--- config.mk ---
export PLATFORM = sky130hd
export DESIGN_NAME = sample_source
export DESIGN_NICKNAME = d
export VERILOG_FILES = /design/src/rtl/filter_pkg.sv /design/src/rtl/sample_fifo.sv /design/src/rtl/sample_source.sv
export SDC_FILE = /design/constraint.sdc
export NUM_CORES = 1
export LEC_CHECK = 0
export ABC_AREA = 1
export CAP_MARGIN = 5
export CORE_AREA = 2 2 174 176
export CTS_CLUSTER_DIAMETER = 40
export DETAILED_ROUTE_END_ITERATION = 6
export DIE_AREA = 0 0 176 178
export GPL_TIMING_DRIVEN = 0
export PLACE_DENSITY_LB_ADDON = 0.12
export REMOVE_ABC_BUFFERS = 1
export SLEW_MARGIN = 25
export SYNTH_ARGS = -nofsm -noshare
export SYNTH_HDL_FRONTEND = slang
export SYNTH_HIERARCHICAL = 1
export SYNTH_SLANG_ARGS = --single-unit
export TNS_END_PERCENT = 20
--- constraint.sdc ---
create_clock -name clk_i -period 3.4 [get_ports clk_i]
set_input_delay 0.34 -clock clk_i [delete_from_list [all_inputs] [get_ports clk_i]]
set_output_delay 0.34 -clock clk_i [all_outputs]
set_load 0.1 [all_outputs]
--- src/rtl/filter_pkg.sv ---
// Constants and types shared between the sample source and the filter it feeds.
package filter_pkg;

    localparam int DataWidth = 16;
    localparam int RateWidth = 16;
    localparam int CntWidth  = 16;

    typedef logic [DataWidth-1:0] sample_t;

    typedef enum logic {
        IDLE,
        REQ
    } src_state_e;

endpackage

--- src/rtl/sample_fifo.sv ---
// Register-array FIFO with wrap-flag pointers; pop data is the registered head.
module sample_fifo #(
    parameter int DataWidth = 16,
    parameter int Depth     = 16
) (
    input  logic                   clk_i,
    input  logic                   rst_i,
    input  logic                   push,
    input  logic [DataWidth-1:0]   push_data,
    output logic                   full,
    input  logic                   pop,
    output logic [DataWidth-1:0]   pop_data,
    output logic                   empty,
    output logic [$clog2(Depth):0] fill
);

    localparam int AddrWidth = $clog2(Depth);

    logic [AddrWidth:0]   wr_ptr;
    logic [AddrWidth:0]   rd_ptr;
    logic [DataWidth-1:0] mem [Depth];
    logic                 do_push;
    logic                 do_pop;

    // Pointers carry one extra MSB so equal low bits can mean either full or empty.
    assign empty = (wr_ptr == rd_ptr);
    assign full  = (wr_ptr[AddrWidth] != rd_ptr[AddrWidth]) &&
                   (wr_ptr[AddrWidth-1:0] == rd_ptr[AddrWidth-1:0]);
    assign fill  = wr_ptr - rd_ptr;

    assign do_push  = push && !full;
    assign do_pop   = pop && !empty;
    assign pop_data = mem[rd_ptr[AddrWidth-1:0]];

    always_ff @(posedge clk_i) begin
        if (rst_i) begin
            wr_ptr <= '0;
            rd_ptr <= '0;
        end else begin
            if (do_push) wr_ptr <= wr_ptr + (AddrWidth+1)'(1);
            if (do_pop)  rd_ptr <= rd_ptr + (AddrWidth+1)'(1);
        end
    end

    always_ff @(posedge clk_i) begin
        if (!rst_i && do_push) mem[wr_ptr[AddrWidth-1:0]] <= push_data;
    end

endmodule

--- src/rtl/sample_source.sv ---
// Producer side of the filter sample input: buffers samples and offers one per rate tick.
module sample_source
    import filter_pkg::*;
#(
    parameter int DataWidth = filter_pkg::DataWidth,
    parameter int Depth     = 16,
    parameter int RateWidth = filter_pkg::RateWidth,
    parameter int CntWidth  = filter_pkg::CntWidth
) (
    input  logic                   clk_i,
    input  logic                   rst_i,
    input  logic                   enable_i,
    input  logic [RateWidth-1:0]   rate_div_i,
    input  logic                   wr_valid_i,
    output logic                   wr_ready_o,
    input  logic [DataWidth-1:0]   wr_data_i,
    output logic                   data_out_req_o,
    input  logic                   data_out_gnt_i,
    output logic [DataWidth-1:0]   data_out_o,
    output logic [$clog2(Depth):0] fill_o,
    output logic [CntWidth-1:0]    underrun_cnt_o,
    output logic [CntWidth-1:0]    stall_cnt_o
);

    // Handshakes: a write moves when wr_valid_i && wr_ready_o on a clock edge.
    // Once data_out_req_o rises, it and data_out_o stay stable until the edge
    // where data_out_gnt_i is high; that edge completes the transfer.

    src_state_e           state_q;
    logic [RateWidth-1:0] tick_cnt;
    logic                 tick;
    logic                 fifo_full;
    logic                 fifo_empty;
    logic                 fifo_push;
    logic                 fifo_pop;
    logic [DataWidth-1:0] fifo_head;

    assign tick       = enable_i && (tick_cnt == rate_div_i);
    assign wr_ready_o = !fifo_full;
    assign fifo_push  = wr_valid_i && wr_ready_o;
    assign fifo_pop   = (state_q == IDLE) && tick && !fifo_empty;

    sample_fifo #(
        .DataWidth (DataWidth),
        .Depth     (Depth)
    ) u_fifo (
        .clk_i     (clk_i),
        .rst_i     (rst_i),
        .push      (fifo_push),
        .push_data (wr_data_i),
        .full      (fifo_full),
        .pop       (fifo_pop),
        .pop_data  (fifo_head),
        .empty     (fifo_empty),
        .fill      (fill_o)
    );

    always_ff @(posedge clk_i) begin
        if (rst_i || !enable_i || tick) tick_cnt <= '0;
        else                            tick_cnt <= tick_cnt + RateWidth'(1);
    end

    // Ticks that land while a request is outstanding are dropped, never queued.
    always_ff @(posedge clk_i) begin
        if (rst_i) begin
            state_q        <= IDLE;
            data_out_req_o <= 1'b0;
            data_out_o     <= '0;
            underrun_cnt_o <= '0;
            stall_cnt_o    <= '0;
        end else begin
            case (state_q)
                IDLE: begin
                    if (tick) begin
                        if (!fifo_empty) begin
                            data_out_o     <= fifo_head;
                            data_out_req_o <= 1'b1;
                            state_q        <= REQ;
                        end else if (underrun_cnt_o != '1) begin
                            underrun_cnt_o <= underrun_cnt_o + CntWidth'(1);
                        end
                    end
                end
                REQ: begin
                    if (data_out_gnt_i) begin
                        data_out_req_o <= 1'b0;
                        state_q        <= IDLE;
                    end else if (tick && stall_cnt_o != '1) begin
                        stall_cnt_o <= stall_cnt_o + CntWidth'(1);
                    end
                end
                default: begin
                    data_out_req_o <= 1'b0;
                    state_q        <= IDLE;
                end
            endcase
        end
    end

endmodule

==> results <==
[placed cells by master (no fill, tap or decap), drive strengths merged, types with 6 or more instances in the layout]
master	n
clkdlybuf4s50	86
buf	10
edfxtp	256
xor2	14
clkbuf	52
nand3	242
xnor2	6
clkinv	9
dfxtp	80
nor3	22
a21oi	39
nand2	559
inv	301
nand4	27
bufinv	7
o21ai	10
ha	12
nor2	147
[metal layers]
metal	track usage, %	share of wire, %	up-vias
met3	3.92	6.7	66
met2	39.1	47	370
li1	-	-	5885
met4	7.78	2.4	0
met5	0.321	0	-
met1	30.6	44	5372
[worst max-delay path, stage by stage, from the launching register on]
cell	delay [ns]
dfxtp_1	0.36
inv_1	0.14
ha_1	0.16
inv_1	0.05
fa_1	0.47
clkdlybuf4s50_1	1.13
[how the worst max path moves through the flow]
stage                         to  slack, ns  cells past startpoint
2_1_floorplan      data_out_o[0]      -1.23                      9
3_3_place_gp      data_out_o[14]      -4.78                      9
3_5_place_dp    u_fifo/rd_ptr[0]      -0.02                     12
4_1_cts               wr_ready_o       0.09                      8
5_1_grt        u_fifo/mem[11][8]       0.01                     11
6_report               fill_o[1]       0.21                      5
[flip-flops by register name, indices dropped and copies added, names as in the netlist, named ones only]
| register | flops |
|---|---|
| underrun_cnt_o | 16 |
| data_out_req_o | 1 |
| tick_cnt | 16 |
| u_fifo/wr_ptr | 5 |
| u_fifo/mem | 256 |
| state_q | 1 |
| u_fifo/rd_ptr | 5 |
| data_out_o | 16 |
| stall_cnt_o | 16 |
[power groups by stage]
stage          clock (W)  combinational, W  sequential [W]
2_1_floorplan          0          0.000145         0.00453
3_3_place_gp           0          0.000270         0.00453
3_5_place_dp           0          0.000288         0.00453
4_1_cts          0.00464          0.000290         0.00445
5_1_grt          0.00480          0.000318         0.00445
6_report         0.00456          0.000287         0.00445
[what timing repair did]
action	in CTS	in global routing
gates resized for setup	1	4
setup endpoints to repair	1	12
hold endpoints to repair	0	0
[stage by stage]
| stage | area, sq um | instances | setup slack [ns] |
|---|---|---|---|
| after detailed placement | 17100 | 2216 | -0.0209 |
| final | 18600 | 2290 | 0.213 |
| after global routing | 18600 | 2290 | 0.00983 |
| after CTS | 18600 | 2290 | 0.0867 |
| after global placement | 16800 | 2207 | -4.78 |
| after floorplan | 15400 | 1726 | -1.23 |
[kinds of logic (layout without fill, tap and decap cells)]
logic type,after synthesis,after routing,share of synthesized area (%)
xor gates and xnor gates,20,20,1.11
DFF,336,336,58.9
AOI/OAI and AO/OA,54,54,1.79
and+or+nand+nor,1005,1005,27.7
adders and majority gates,13,13,1.08
buffers and inverters,366,472,9.44
[final cells by class]
cell class	instances	area [sq um]	area share, %
repair buffers	100	1100	5.94
multi-input cells	1092	5130	27.6
clock inverters	22	317	1.70
well taps	390	488	2.62
flip-flops and latches	336	9300	50.0
clock buffers	52	1130	6.07
inverters	298	1130	6.06
==> flow_metrics.py <==
metrics = {
    "clock_tree": {
        "cts_root_buffer": "clkbuf_16",
        "cts_buffer_depth": 3,
        "cts_tree": "yes",
        "cts_hold_buf": 0,
        "cts_buffers": 41,
        "postCtsSetupBuffers": 0,
        "cts_sinks": 336,
        "path_clk_slew_ns": 0.06,
        "worstSkewPairLatency_ns": 0.53,
        "htree_levels": 2,
    },
    "sta": {
        "whs_ns": 0.329,
        "grt_setup_unrepaired": "false",
        "finClkSkew_ns": 0.0210,
        "finalCritPeriodShare_pct": 93.7,
        "fin_crit_ns": 3.19,
        "max_freq_ghz": 0.314,
        "tightest_slew_ns": 1.07,
        "setup_viol_count_final": 0,
        "hold_violations": 0,
        "max_slew_margin_pct": 28.6,
        "slew_violations": 0,
        "tns_ns": 0,
    },
    "die": {
        "ioPinCount": 92,
        "core_area_sq_mm": 0.0294,
        "fp-row-count": 63,
        "initial_utilization_pct": 53.7,
        "die-area_sq_mm": 0.0313,
        "die_w_microns": 176,
        "die_h_microns": 178,
    },
    "yosys": {
        "synth_edf_count": 256,
        "yosys_warnings": 6,
        "synth_seq_cells": 336,
        "synth_common_cells": "nand2_1 (547), inv_1 (290), edfxtp_1 (256)",
        "synth.top_cell.area_share_pct": 48.7,
        "synth.avg_cell_area_sq_um": 8.80,
        "synth_area_sq_mm": 0.0158,
        "synthTopCellsByArea": "edfxtp_1 (49%), nand2_1 (13%), dfxtp_1 (10%)",
        "yosysSeqAreaShare_pct": 58.9,
        "synth_cells": 1794,
        "ys_types": 38,
        "synthArstFlopShare_pct": 0,
        "synth_top_flop_cell": "edfxtp_1",
        "synth.most_common_cell": "nand2_1",
        "yosysTopAreaCell": "edfxtp_1",
    },
    "worst_hold_path": {
        "hold_path_depth": 2,
        "min_to": "state_q",
        "hold_class": "in -> reg",
        "hold_start": "rst_i",
    },
    "layout": {
        "n_antenna_cell": 0,
        "drive_gt1_share_pct": 7.16,
        "area_growth_pct": 17.8,
        "num-fill-cells": 2417,
        "fin_nets": 1919,
        "postLayoutCoreUtil_pct": 63.2,
    },
    "drt": {
        "dr.first_iter.drc_count": 787,
        "route.detailed.drc": 0,
        "wl_microns": 35900,
        "via_per_inst": 5.11,
        "wire_per_inst_microns": 15.7,
        "vias": 11700,
        "final_antenna_net_count": 0,
        "drt-pass1-iter-count": 5,
    },
    "grt": {
        "antenna_found_initial": 0,
        "grt_start_max_net_pins": 81,
        "grt_overflow": 0,
        "grt_pass1_wl_microns": 56100,
        "first_global_vias": 10900,
        "grt_use_total_pct": 23.2,
    },
    "critical_path": {
        "worstPathMaxFanout": 6,
        "reg2reg_to": "u_fifo/mem[3][5]",
        "arrival_ns": 2.85,
        "critPathLaunchType": "flop",
        "critPathCaptureType": "output port",
        "worstSetupStartpoint": "u_fifo/wr_ptr[0]",
        "r2r-start": "u_fifo/rd_ptr[2]",
        "crit_type": "reg -> out",
        "crit_required_ns": 3.06,
        "r2r_slack_ns": 0.31,
        "r2r_cells": 11,
    },
    "power_and_ir_drop": {
        "power_frac_comb_pct": 3.1,
        "p_clk_share_pct": 49.1,
        "p_leak_nw": 7.78,
        "power.density_mw_per_mm2": 500,
        "intPower_w": 0.00742,
        "sw_frac_of_total_pct": 20.1,
        "ir_drop_mv": 0.332,
        "p_sw_w": 0.00187,
        "power_w": 0.00930,
        "seqPwrFrac_pct": 47.8,
    },
    "place": {
        "dp_hpwl_microns": 20900,
        "place_congestion": 0.829,
        "port-buffer-count": 91,
    },
    "run": {
        "drv_cap": 0,
    },
    "status": {
        "status": "finished, final reports clean",
    },
}
Power figures use the tool's default switching activity.
